**config.mk**
```make
export PLATFORM = sky130hd
export DESIGN_NAME = dds_wave_gen
export DESIGN_NICKNAME = d
export VERILOG_FILES = /design/src/rtl/dds_wave_gen.sv
export SDC_FILE = /design/constraint.sdc
export NUM_CORES = 1
export LEC_CHECK = 0
export CAP_MARGIN = 20
export CORE_MARGIN = 2
export CORE_UTILIZATION = 56
export CTS_CLUSTER_DIAMETER = 60
export DETAILED_ROUTE_END_ITERATION = 10
export PLACE_DENSITY = 0.77
export SYNTH_ARGS = -nofsm -noshare
export SYNTH_HDL_FRONTEND = slang
export SYNTH_SLANG_ARGS = --single-unit
```
**constraint.sdc**
```tcl
create_clock -name clk -period 5.78 [get_ports clk]
set_input_delay 1.445 -clock clk [delete_from_list [all_inputs] [get_ports clk]]
set_output_delay 1.445 -clock clk [all_outputs]
set_load 0.03 [all_outputs]
```
**src/rtl/dds_wave_gen.sv**
```systemverilog
// Direct-digital-synthesis sample source for the DAC SPI stage.
// A phase accumulator advances once per sample period. The phase is turned
// into a 10-bit offset-binary sample: sine (from a quarter-wave ROM), saw,
// triangle or square. The sample is packed into the DAC command word and
// announced with a one-cycle start pulse.
module dds_wave_gen #(
    parameter int         CLK_FREQ = 12_000_000,
    parameter int         F_SAMPLE = 100_000,
    parameter int         PHASE_W  = 32,
    parameter int         LUT_AW   = 8,
    parameter logic [3:0] DAC_CTRL = 4'b0001
) (
    input  logic               clk,
    input  logic               rst,
    input  logic               en,
    input  logic [PHASE_W-1:0] tune_word,
    input  logic               tune_load,
    input  logic [1:0]         wave_sel,
    input  logic               phase_clr,
    input  logic               spi_busy,
    output logic               start,
    output logic [15:0]        data,
    output logic [9:0]         sample,
    output logic               overrun
);

    localparam int DIV     = CLK_FREQ / F_SAMPLE;
    localparam int DIV_W   = $clog2(DIV);
    localparam logic [DIV_W-1:0] DIV_LAST = DIV_W'(DIV - 1);
    localparam int DATA_W  = 10;
    localparam int COEF_W  = 9;
    localparam int LUT_N   = 1 << LUT_AW;
    // Top phase bits carried down the pipe: saw and triangle need 11 bits,
    // and the ROM index (LUT_AW <= 9) sits inside the same window.
    localparam int TOP_W   = 11;
    localparam int FX_W    = 28;
    localparam longint PI_FX = 64'sd843314857;   // pi * 2^28
    localparam logic [15:0] DATA_RST = {DAC_CTRL, 10'd512, 2'b00};

    // ROM entry i = round(511 * sin(pi/2 * (i + 0.5) / LUT_N)).
    // Integer Taylor series in Q28, evaluated at elaboration only.
    function automatic logic [COEF_W-1:0] lut_entry(input int i);
        longint x;
        longint x2;
        longint term;
        longint acc;
        x    = (PI_FX * longint'(2 * i + 1)) / longint'(4 * LUT_N);
        x2   = (x * x) >>> FX_W;
        term = x;
        acc  = x;
        for (int k = 1; k <= 7; k++) begin
            term = -((term * x2) >>> FX_W) / longint'((2 * k) * (2 * k + 1));
            acc  = acc + term;
        end
        return COEF_W'((longint'(2 ** COEF_W - 1) * acc + (longint'(1) <<< (FX_W - 1))) >>> FX_W);
    endfunction

    // Clamp a signed intermediate into the unsigned 10-bit DAC range.
    function automatic logic [DATA_W-1:0] sat_u10(input logic signed [11:0] v);
        logic [DATA_W-1:0] r;
        if (v < 12'sd0)
            r = '0;
        else if (v > 12'sd1023)
            r = 10'd1023;
        else
            r = v[DATA_W-1:0];
        return r;
    endfunction

    // Mirror the quarter-wave magnitude around mid-scale by half-cycle.
    function automatic logic [DATA_W-1:0] sine_sample(input logic [1:0] q,
                                                       input logic [COEF_W-1:0] mag);
        logic signed [11:0] mid;
        logic signed [11:0] m;
        mid = 12'sd512;
        m   = $signed(12'(mag));
        return sat_u10(q[1] ? (mid - m) : (mid + m));
    endfunction

    function automatic logic [DATA_W-1:0] wave_sample(input logic [1:0] sel,
                                                      input logic [TOP_W-1:0] top,
                                                      input logic [COEF_W-1:0] mag);
        logic [DATA_W-1:0] tri_v;
        logic [DATA_W-1:0] res;
        tri_v = top[TOP_W-2 -: DATA_W];
        if (top[TOP_W-1])
            tri_v = ~tri_v;
        case (sel)
            2'd0:    res = sine_sample(top[TOP_W-1 -: 2], mag);
            2'd1:    res = top[TOP_W-1 -: DATA_W];
            2'd2:    res = tri_v;
            default: res = top[TOP_W-1] ? 10'd0 : 10'd1023;
        endcase
        return res;
    endfunction

    logic [COEF_W-1:0] lut_rom [LUT_N];

    for (genvar g = 0; g < LUT_N; g++) begin : g_lut
        localparam logic [COEF_W-1:0] ENTRY = lut_entry(g);
        assign lut_rom[g] = ENTRY;
    end

    logic [DIV_W-1:0]   div_cnt;
    logic               tick;
    logic [PHASE_W-1:0] phase;
    logic [PHASE_W-1:0] tune_active;

    assign tick = en && (div_cnt == DIV_LAST);

    // Sample-period divider; parked at zero while disabled.
    always_ff @(posedge clk) begin
        if (rst || !en)
            div_cnt <= '0;
        else if (div_cnt == DIV_LAST)
            div_cnt <= '0;
        else
            div_cnt <= div_cnt + DIV_W'(1);
    end

    // Tuning register and phase accumulator; phase_clr overrides the step.
    always_ff @(posedge clk) begin
        if (rst) begin
            phase       <= '0;
            tune_active <= '0;
        end else begin
            if (tune_load)
                tune_active <= tune_word;
            if (phase_clr)
                phase <= '0;
            else if (tick)
                phase <= phase + tune_active;
        end
    end

    // ---- stage 1: capture pre-update phase and waveform select ----
    logic             vld_p1;
    logic [TOP_W-1:0] top_p1;
    logic [1:0]       sel_p1;
    logic [1:0]       quad_p1;
    logic [LUT_AW-1:0] idx_p1;
    logic [LUT_AW-1:0] addr_p1;

    // Stage-1 valid follows the sample tick.
    always_ff @(posedge clk) begin
        if (rst)
            vld_p1 <= 1'b0;
        else
            vld_p1 <= tick;
    end

    // Stage-1 data registers load only on a tick.
    always_ff @(posedge clk) begin
        if (tick) begin
            top_p1 <= phase[PHASE_W-1 -: TOP_W];
            sel_p1 <= wave_sel;
        end
    end

    // Quadrants 1 and 3 run the quarter wave backwards.
    assign quad_p1 = top_p1[TOP_W-1 -: 2];
    assign idx_p1  = top_p1[TOP_W-3 -: LUT_AW];
    assign addr_p1 = quad_p1[0] ? ~idx_p1 : idx_p1;

    // ---- stage 2: synchronous ROM read ----
    logic              vld_p2;
    logic [TOP_W-1:0]  top_p2;
    logic [1:0]        sel_p2;
    logic [COEF_W-1:0] mag_p2;
    logic [DATA_W-1:0] wave_p2;

    // Stage-2 valid; cleared by reset so an in-flight sample is dropped.
    always_ff @(posedge clk) begin
        if (rst)
            vld_p2 <= 1'b0;
        else
            vld_p2 <= vld_p1;
    end

    // Registered ROM output plus the phase bits the waveform math needs.
    always_ff @(posedge clk) begin
        if (vld_p1) begin
            mag_p2 <= lut_rom[addr_p1];
            top_p2 <= top_p1;
            sel_p2 <= sel_p1;
        end
    end

    assign wave_p2 = wave_sample(sel_p2, top_p2, mag_p2);

    // ---- stage 3: output register, start pulse and overrun flag ----
    // A busy SPI master drops the sample and latches the sticky overrun flag.
    always_ff @(posedge clk) begin
        if (rst) begin
            start   <= 1'b0;
            sample  <= 10'd512;
            data    <= DATA_RST;
            overrun <= 1'b0;
        end else begin
            start <= vld_p2 && !spi_busy;
            if (vld_p2 && spi_busy)
                overrun <= 1'b1;
            if (vld_p2 && !spi_busy) begin
                sample <= wave_p2;
                data   <= {DAC_CTRL, wave_p2, 2'b00};
            end
        end
    end

endmodule
```
==> results of run 1 <==
[cell type report]
| class | instances | share of cell area [%] |
|---|---|---|
| well taps | 216 | 2.63 |
| multi-input cells | 935 | 57.3 |
| flip-flops and latches | 120 | 26.8 |
| inverters | 22 | 0.803 |
| clock inverters | 14 | 1.03 |
| clock buffers | 18 | 4.38 |
| repair buffers | 78 | 7.08 |
[worst max-delay path by stage]
stage                          from        end  slack, ns  cells past startpoint
after floorplan           top_p1[2]  mag_p2[3]       2.57                      9
after global placement           en  phase[23]       2.24                      6
after detailed placement         en  phase[23]       2.15                      6
after CTS                 top_p1[1]  mag_p2[3]       2.32                      9
after global routing      top_p1[1]  mag_p2[3]       1.92                      9
final                     top_p1[1]  mag_p2[3]       2.25                      9
[routing by layer]
| layer | vias to the layer above | GRT usage [%] | routed length, um |
|---|---|---|---|
| met5 | - | 0 | 0 |
| met4 | 0 | 8.96 | 541 |
| met3 | 57 | 6.46 | 2120 |
| met2 | 418 | 44.8 | 11500 |
| met1 | 4146 | 39.7 | 11100 |
| li1 | 4296 | - | - |
[worst reg2reg max path, delay by kind of cell, from the launching register on]
kind	cells	cell delay, ns
DFF	1	0.65
AOI/OAI and AO/OA	3	0.63
adders and majority gates	1	0.50
xor gates and xnor gates	1	0.48
muxes	1	0.46
and+or+nand+nor	2	0.31
buffers and inverters	1	0.26
[per-stage QoR]
step | utilization [%] | instances | instance area [um2]
floorplan | - | 1182 | 9220
global placement | 60.8 | 1371 | 9730
detailed placement | 60.8 | 1371 | 9730
CTS | 64.3 | 1403 | 10300
global route | 64.3 | 1403 | 10300
finish | 64.3 | 1403 | 10300
[logic make-up after synthesis]
| kind of cell | count (synthesis) |
|---|---|
| XOR/XNOR | 51 |
| other | 2 |
| AND/OR/NAND/NOR | 409 |
| adder cells (fa/ha/maj) | 45 |
| buffers and inverters | 127 |
| AO/OA/AOI/OAI | 378 |
| multiplexers | 46 |
| flip-flops | 120 |
[power groups by stage]
| stage | combinational [mW] | sequential, mW | clock, mW |
|---|---|---|---|
| final | 0.114 | 0.885 | 0.991 |
| after global routing | 0.125 | 0.886 | 1.04 |
| after CTS | 0.113 | 0.885 | 0.997 |
| after detailed placement | 0.112 | 0.903 | 0 |
| after global placement | 0.110 | 0.903 | 0 |
| after floorplan | 0.0753 | 0.899 | 0 |
[registers in the layout, indices dropped and copies added (netlist names)]
| signal | flops |
|---|---|
| top_p2 | 11 |
| top_p1 | 11 |
| start | 1 |
| div_cnt | 7 |
| overrun | 1 |
| tune_active | 32 |
| vld_p2 | 1 |
| sel_p1 | 2 |
| sel_p2 | 2 |
| phase | 32 |
| vld_p1 | 1 |
| mag_p2 | 9 |
| data | 10 |
[cell usage after synthesis (all sizes together) (9+ instances only)]
library cell    n
edfxtp         35
o211ai         20
o221ai          9
a21oi         109
nand2b         18
ha             44
nand3          42
dfxtp          85
nand2         119
nor3           22
inv            21
a211oi         15
nor4           11
or3            11
o21ai          90
o31ai          12
mux2i          41
nor2          137
buf            54
a31oi          17
xnor2          27
xor2           24
clkbuf         51
nor2b          12
a21o           16
==> impl_metrics.json, run 1 <==
{
  "post-dp-hpwl_um": 17400,
  "ys_seq_elements": 120,
  "post_drt_via_cell_ratio": 6.36,
  "tns_ns": 0,
  "place.gp.congestion": 0.941,
  "yosys.area.top_type": "dfxtp_1",
  "htree_levels": 4,
  "yosysTopAreaCellShare_pct": 18.5,
  "synthMuxAreaShare_pct": 5.56,
  "post_cts_buffers": 0,
  "crit_fanout": 18,
  "max_freq_mhz": 283,
  "timing.rr.start": "top_p1[1]",
  "synth.distinct_cells": 80,
  "synth_area_leaders": "dfxtp_1 (18%), edfxtp_1 (11%), ha_1 (6.0%)",
  "die_area_mm2": 0.0175,
  "nNetsFinal": 1259,
  "die_w_um": 132,
  "grt_pass1_wl_um": 41400,
  "synth_area_mm2": 0.00920,
  "root_buffer": "clkbuf_16",
  "multi_input_area_mm2": 0.00590,
  "post_synth_xor_area_fraction_pct": 5.30,
  "path_delay_family": "flip-flops",
  "yosysWarnings": 0,
  "cts_resized": 0,
  "drt_wl_total_um": 25300,
  "cts.sinks": 120,
  "r2r_slack_ns": 2.25,
  "grt_setup_unrepaired": "false",
  "holdCritStartpoint": "top_p1[0]",
  "yosys.area_share.simple_pct": 20.3,
  "grt_overflow": 0,
  "place_ws_ns": 2.15,
  "cts.path.max_buffers": 2,
  "power_mw": 1.99,
  "synthCells": 1178,
  "ff2ff_path_depth": 9,
  "synth-compound-area-share_pct": 26.4,
  "initialDrtViolationCount": 1020,
  "path_buf_inv": 1,
  "drtAntennaViolNets": 0,
  "crit_type": "flop to flop",
  "track_usage_pct": 28.7,
  "whs_ns": 0.416,
  "final_common_cell": "nor2_1",
  "syn2layout_area_growth_pct": 11.8,
  "yosysSeqAreaShare_pct": 29.9,
  "critPathMaxStageDelay_ns": 0.65,
  "synthAdderAreaFrac_pct": 6.20,
  "critical_path_required_ns": 5.94,
  "leakage_nw": 3.98,
  "worstPathCellList": "xor2_1 > inv_1 > ha_1 > nor2_1 > nor4_1 > a31o_2 > a221oi_1 > a21oi_1 > mux4_2",
  "maxCapViolCount": 0,
  "r2r_end": "mag_p2[3]",
  "synth.avg_cell_area_um2": 7.81,
  "status": "finished, final reports clean",
  "drive_above_1_share_pct": 6.32,
  "die_h_um": 132,
  "setup_violations": 0,
  "pwr-share-clk_pct": 49.8,
  "final_cell_mix": "nor2_1 (137), nand2_1 (119), a21oi_1 (109)",
  "synth_top_family_by_area": "compound AO/OA/AOI/OAI gates",
  "seqCellArea_mm2": 0.00275,
  "switchingPower_uw": 479,
  "setup_ws_ns": 2.25,
  "start_util_pct": 57.5,
  "finClkSkew_ns": 0.00702,
  "p_per_area_mw_per_mm2": 193,
  "antenna_found_initial": 0,
  "hold_viol_final": 0,
  "coreArea_mm2": 0.0160,
  "endpoint_kind": "flop",
  "post_drt_wl_per_cell_um": 18.1,
  "startpoint_type": "flop",
  "p_int_mw": 1.51,
  "drt_pass1_iterations": 6,
  "ys_async_sr_fraction_pct": 0,
  "antennaDiodeCount": 0,
  "tightest_slew_ns": 1.04,
  "maxSlewHeadroom_pct": 30.9,
  "vias": 8917,
  "grt_max_degree": 65,
  "p_comb_share_pct": 5.7,
  "io_buffers": 61,
  "holdBufCountCts": 0,
  "seqPwrFrac_pct": 44.5,
  "ys.flop_type": "dfxtp_1",
  "cp_slowest_cell": "edfxtp_1",
  "num-fill-cells": 1413,
  "synth_edf_count": 35,
  "fp-row-count": 46,
  "hp-class": "flop to flop",
  "peakVddDrop_v": 0.000208,
  "drcViolationCount": 0,
  "fin_crit_ns": 3.53,
  "cts_tree": "yes",
  "grt_pass1_vias": 8165,
  "maxSlewViolCount": 0,
  "hold_depth": 0,
  "worstSkewPairLatency_ns": 0.42,
  "fin_crit_sh_pct": 61.1,
  "worstPathArrival_ns": 3.69,
  "switching_share_pct": 24.1,
  "pin_count": 68,
  "clk_pin_slew_ns": 0.06,
  "numCtsBuffers": 17,
  "min_to": "top_p2[0]"
}
No activity file was read; power rests on OpenSTA's default activity.
==> run 2, diff against run 1 <==
==> constraint.sdc (replaced) <==
create_clock -name clk -period 3.4 [get_ports clk]
set_input_delay 0.85 -clock clk [delete_from_list [all_inputs] [get_ports clk]]
set_output_delay 0.85 -clock clk [all_outputs]
set_load 0.03 [all_outputs]
==> impl_metrics.json, run 2 (same netlist as run 1, synthesis figures left out) <==
{
  "peakVddDrop_v": 0.000405,
  "grt_max_degree": 65,
  "cts.sinks": 120,
  "startpoint_type": "flop",
  "final_cell_mix": "nor2_1 (137), nand2_1 (119), a21oi_1 (109)",
  "grt_overflow": 0,
  "seqCellArea_mm2": 0.00275,
  "crit_type": "flop to flop",
  "fin_crit_sh_pct": 91.8,
  "switchingPower_uw": 825,
  "fp-row-count": 46,
  "place_area_mm2": 0.00995,
  "grt_setup_unrepaired": "false",
  "max_freq_mhz": 320,
  "pin_count": 68,
  "initialDrtViolationCount": 1156,
  "drcViolationCount": 0,
  "placed_cells": 1399,
  "crit_fanout": 8,
  "vias": 9193,
  "die_area_mm2": 0.0175,
  "cp_slowest_cell": "edfxtp_1",
  "ff2ff_path_depth": 12,
  "place.gp.congestion": 0.969,
  "tns_ns": 0,
  "numCtsBuffers": 17,
  "critical_path_required_ns": 3.62,
  "setup_violations": 0,
  "num-fill-cells": 1386,
  "switching_share_pct": 23.6,
  "p_int_mw": 2.67,
  "place_ws_ns": 0.361,
  "timing.rr.start": "top_p1[9]",
  "cts.path.max_buffers": 2,
  "cts_tree": "yes",
  "final_cell_area_mm2": 0.0105,
  "endpoint_kind": "flop",
  "root_buffer": "clkbuf_16",
  "maxSlewViolCount": 0,
  "critPathMaxStageDelay_ns": 0.45,
  "worstPathArrival_ns": 3.34,
  "start_util_pct": 57.5,
  "maxCapViolCount": 0,
  "grt_pass1_wl_um": 43200,
  "fin_crit_ns": 3.12,
  "antenna_found_initial": 0,
  "fin_cells": 1431,
  "htree_levels": 4,
  "post_cts_buffers": 0,
  "hold_depth": 0,
  "post_drt_wl_per_cell_um": 18.6,
  "hold_viol_final": 0,
  "seqPwrFrac_pct": 43.0,
  "antennaDiodeCount": 0,
  "post-dp-hpwl_um": 18500,
  "drive_above_1_share_pct": 8.48,
  "status": "finished, final reports clean",
  "p_per_area_mw_per_mm2": 332,
  "top_regs": "phase (32), tune_active (32)",
  "maxSlewHeadroom_pct": 29.9,
  "io_buffers": 61,
  "p_comb_share_pct": 5.6,
  "finClkSkew_ns": 0.0144,
  "holdCritStartpoint": "top_p1[10]",
  "final_common_cell": "nor2_1",
  "drt_pass1_iterations": 6,
  "syn2layout_area_growth_pct": 14.6,
  "worstSkewPairLatency_ns": 0.42,
  "die_w_um": 132,
  "cts_resized": 0,
  "worstPathCellList": "xor2_1 > buf_4 > inv_1 > buf_4 > ha_1 > nor2_1 > nand3b_1 > o31ai_1 > o21ai_0 > o21ai_0 > a211o_1 > a211oi_1",
  "clk_pin_slew_ns": 0.07,
  "post_drt_via_cell_ratio": 6.42,
  "power_mw": 3.50,
  "tightest_slew_ns": 1.05,
  "min_to": "top_p2[10]",
  "holdBufCountCts": 0,
  "die_h_um": 132,
  "drt_wl_total_um": 26600,
  "drtAntennaViolNets": 0,
  "coreArea_mm2": 0.0160,
  "r2r_slack_ns": 0.28,
  "leakage_nw": 4.05,
  "multi_input_area_mm2": 0.00590,
  "nNetsFinal": 1287,
  "grt_pass1_vias": 8512,
  "track_usage_pct": 30.0,
  "pwr-share-clk_pct": 51.4,
  "setup_ws_ns": 0.278,
  "hp-class": "flop to flop",
  "r2r_end": "mag_p2[0]"
}
## run 2: cell count changes in the layout (fill, tap and decap cells not counted)
cell / previous run / this run
buf_4: 17 / 44
buf_12: 0 / 1
clkbuf_16: 18 / 17
inv_4: 4 / 1
clkinv_4: 0 / 6
bufinv_16: 0 / 2
inv_6: 7 / 4
clkinv_2: 1 / 0
## run 2: how the worst max path moves through the flow
stage | start | endpoint | cells past startpoint
final | top_p1[9] | mag_p2[0] | 12
after global routing | tune_active[0] | phase[26] | 11
after CTS | top_p1[9] | mag_p2[0] | 12
after detailed placement | top_p1[9] | mag_p2[0] | 12
after global placement | top_p1[9] | mag_p2[1] | 10
after floorplan | top_p1[2] | mag_p2[3] | 9
## run 2: cell type report
class | instances | share of cell area, %
multi-input cells | 935 | 55.9
flip-flops and latches | 120 | 26.1
repair buffers | 106 | 9.01
clock buffers | 17 | 4.03
well taps | 216 | 2.56
clock inverters | 15 | 1.60
inverters | 22 | 0.783
## run 2: through the flow
| step | util, % | hold WS [ns] |
|---|---|---|
| final | 65.9 | 0.430 |
| after CTS | 65.9 | 0.426 |
| after detailed placement | 62.2 | 0.410 |
| after floorplan | - | 0.400 |
| after global placement | 62.2 | 0.402 |
| after global routing | 65.9 | 0.433 |
## run 2: metal layers
metal	routed length (um)	vias to the layer above	track usage, %
li1	-	4348	-
met1	11600	4283	41.2
met2	12100	492	46.7
met3	2240	70	5.65
met4	704	0	12.0
met5	0	-	0
## run 2: worst max-delay path: cells and delay by family, from the launching register on
kind	cells	cell delay (ns)
compound gates	5	1.18
flops	1	0.45
buf+inv	3	0.42
simple gates	2	0.32
xor+xnor	1	0.31
fa+ha+maj	1	0.25
## run 2: power by group through the flow
stage | clock (mW) | combinational [mW] | sequential [mW]
after floorplan | 0 | 0.128 | 1.53
after global placement | 0 | 0.190 | 1.53
after detailed placement | 0 | 0.194 | 1.53
after CTS | 1.82 | 0.195 | 1.50
after global routing | 1.89 | 0.214 | 1.51
final | 1.80 | 0.196 | 1.50
==> run 3, diff against run 2 <==
--- a/config.mk
+++ b/config.mk
@@ -7,10 +7,9 @@
 export LEC_CHECK = 0
 export CAP_MARGIN = 20
 export CORE_MARGIN = 2
-export CORE_UTILIZATION = 56
+export CORE_UTILIZATION = 42
 export CTS_CLUSTER_DIAMETER = 60
 export DETAILED_ROUTE_END_ITERATION = 10
-export PLACE_DENSITY = 0.77
 export SYNTH_ARGS = -nofsm -noshare
 export SYNTH_HDL_FRONTEND = slang
 export SYNTH_SLANG_ARGS = --single-unit
==> impl_metrics.json, run 3 (same netlist as run 1, synthesis figures left out) <==
{
  "worstPathArrival_ns": 3.37,
  "num-fill-cells": 2098,
  "place_ws_ns": 0.407,
  "nNetsFinal": 1282,
  "top_regs": "phase (32), tune_active (32)",
  "coreArea_mm2": 0.0217,
  "holdCritStartpoint": "sel_p1[0]",
  "setup_violations": 0,
  "cts_tree": "yes",
  "post_drt_wl_per_cell_um": 17.7,
  "tightest_slew_ns": 0.974,
  "tns_ns": 0,
  "startpoint_type": "flop",
  "endpoint_kind": "flop",
  "cts_resized": 0,
  "cts.path.max_buffers": 2,
  "track_usage_pct": 22.7,
  "vias": 8964,
  "maxCapViolCount": 0,
  "cts.sinks": 120,
  "pin_count": 68,
  "drive_above_1_share_pct": 8.02,
  "crit_fanout": 5,
  "initialDrtViolationCount": 820,
  "hp-class": "flop to flop",
  "worstSkewPairLatency_ns": 0.42,
  "syn2layout_area_growth_pct": 15.2,
  "finClkSkew_ns": 0.0150,
  "power_mw": 3.43,
  "fin_crit_ns": 3.07,
  "leakage_nw": 4.03,
  "start_util_pct": 42.4,
  "setup_ws_ns": 0.327,
  "post_drt_via_cell_ratio": 6.02,
  "hold_viol_final": 0,
  "status": "finished, final reports clean",
  "maxSlewViolCount": 0,
  "antennaDiodeCount": 0,
  "grt_pass1_vias": 8253,
  "fin_crit_sh_pct": 90.4,
  "drcViolationCount": 0,
  "maxSlewHeadroom_pct": 35.1,
  "die_h_um": 152,
  "numCtsBuffers": 17,
  "max_freq_mhz": 325,
  "final_cell_mix": "nor2_1 (137), nand2_1 (119), a21oi_1 (109)",
  "grt_overflow": 0,
  "post-dp-hpwl_um": 18800,
  "grt_pass1_wl_um": 43200,
  "critPathLaunch": "phase[0]",
  "final_common_cell": "nor2_1",
  "drtAntennaViolNets": 0,
  "crit_type": "flop to flop",
  "grt_max_degree": 52,
  "htree_levels": 4,
  "timing.rr.start": "phase[0]",
  "die_w_um": 152,
  "root_buffer": "clkbuf_16",
  "peakVddDrop_v": 0.000318,
  "drt_pass1_iterations": 5,
  "p_per_area_mw_per_mm2": 323,
  "post_cts_buffers": 0,
  "holdBufCountCts": 0,
  "die_area_mm2": 0.0231,
  "antenna_found_initial": 0,
  "critical_path_required_ns": 3.70,
  "fp-row-count": 54,
  "place.gp.congestion": 0.960,
  "clk_pin_slew_ns": 0.06,
  "grt_setup_unrepaired": "false",
  "drt_wl_total_um": 26400,
  "io_buffers": 61
}
## run 3: changes by cell type in the layout (fill, tap and decap cells not counted), sizes merged
| cell | before | now |
|---|---|---|
| buf | 47 | 42 |
| inv | 26 | 23 |
| clkinvlp | 2 | 4 |
| bufinv | 2 | 1 |
| clkbuf | 17 | 18 |
| clkinv | 7 | 8 |
## run 3: final cells by class
| class | instances | area, um2 | share of cell area (%) |
|---|---|---|---|
| clock buffer | 18 | 450 | 4.25 |
| clock inverter | 14 | 123 | 1.16 |
| inverter | 22 | 82.6 | 0.779 |
| multi-input combinational | 935 | 5900 | 55.6 |
| sequential | 120 | 2750 | 26.0 |
| tap | 280 | 350 | 3.30 |
| timing repair buffer | 101 | 946 | 8.92 |
## run 3: where the power goes
part / total, mW / switching [mW] / internal, mW
Clock: 1.73 / 0.683 / 1.05
Combinational: 0.193 / 0.0998 / 0.0929
Sequential: 1.51 / 0.0171 / 1.49
Total: 3.43 / 0.800 / 2.63
## run 3: worst paths after layout
check | end | slack (ns) | cells after the start
setup / recovery | phase[24] | 0.33 | 10
setup reg to reg | phase[24] | 0.33 | 10
hold / removal | sel_p2[0] | 0.42 | 0
hold reg to reg | sel_p2[0] | 0.42 | 0
## run 3: critical path: stages, from the launching register on
cell and delay (ns):
dfxtp_1 0.33, ha_1 0.17, inv_1 0.06, fa_1 0.38, nor2b_1 0.22, o2111ai_1 0.18
a21boi_0 0.43, o21ai_2 0.21, o32ai_2 0.53, nand2_1 0.16, a211o_1 0.28
## run 3: layer usage
layer,track usage [%],share of wire [%],vias up
met1,29.8,43,4208
met2,36.3,47,362
met5,0,0,-
met4,9.12,3.0,0
li1,-,-,4338
met3,5.28,7.0,56
## run 3: per-stage QoR
stage               hold slack (ns)  cell area [um2]  util, %  std cells
global route                  0.417            10600     48.9       1490
CTS                           0.416            10600     48.8       1489
detailed placement            0.408            10000     46.1       1457
global placement              0.404            10000     46.1       1457
finish                        0.416            10600     48.9       1490
floorplan                     0.400             9220        -       1182
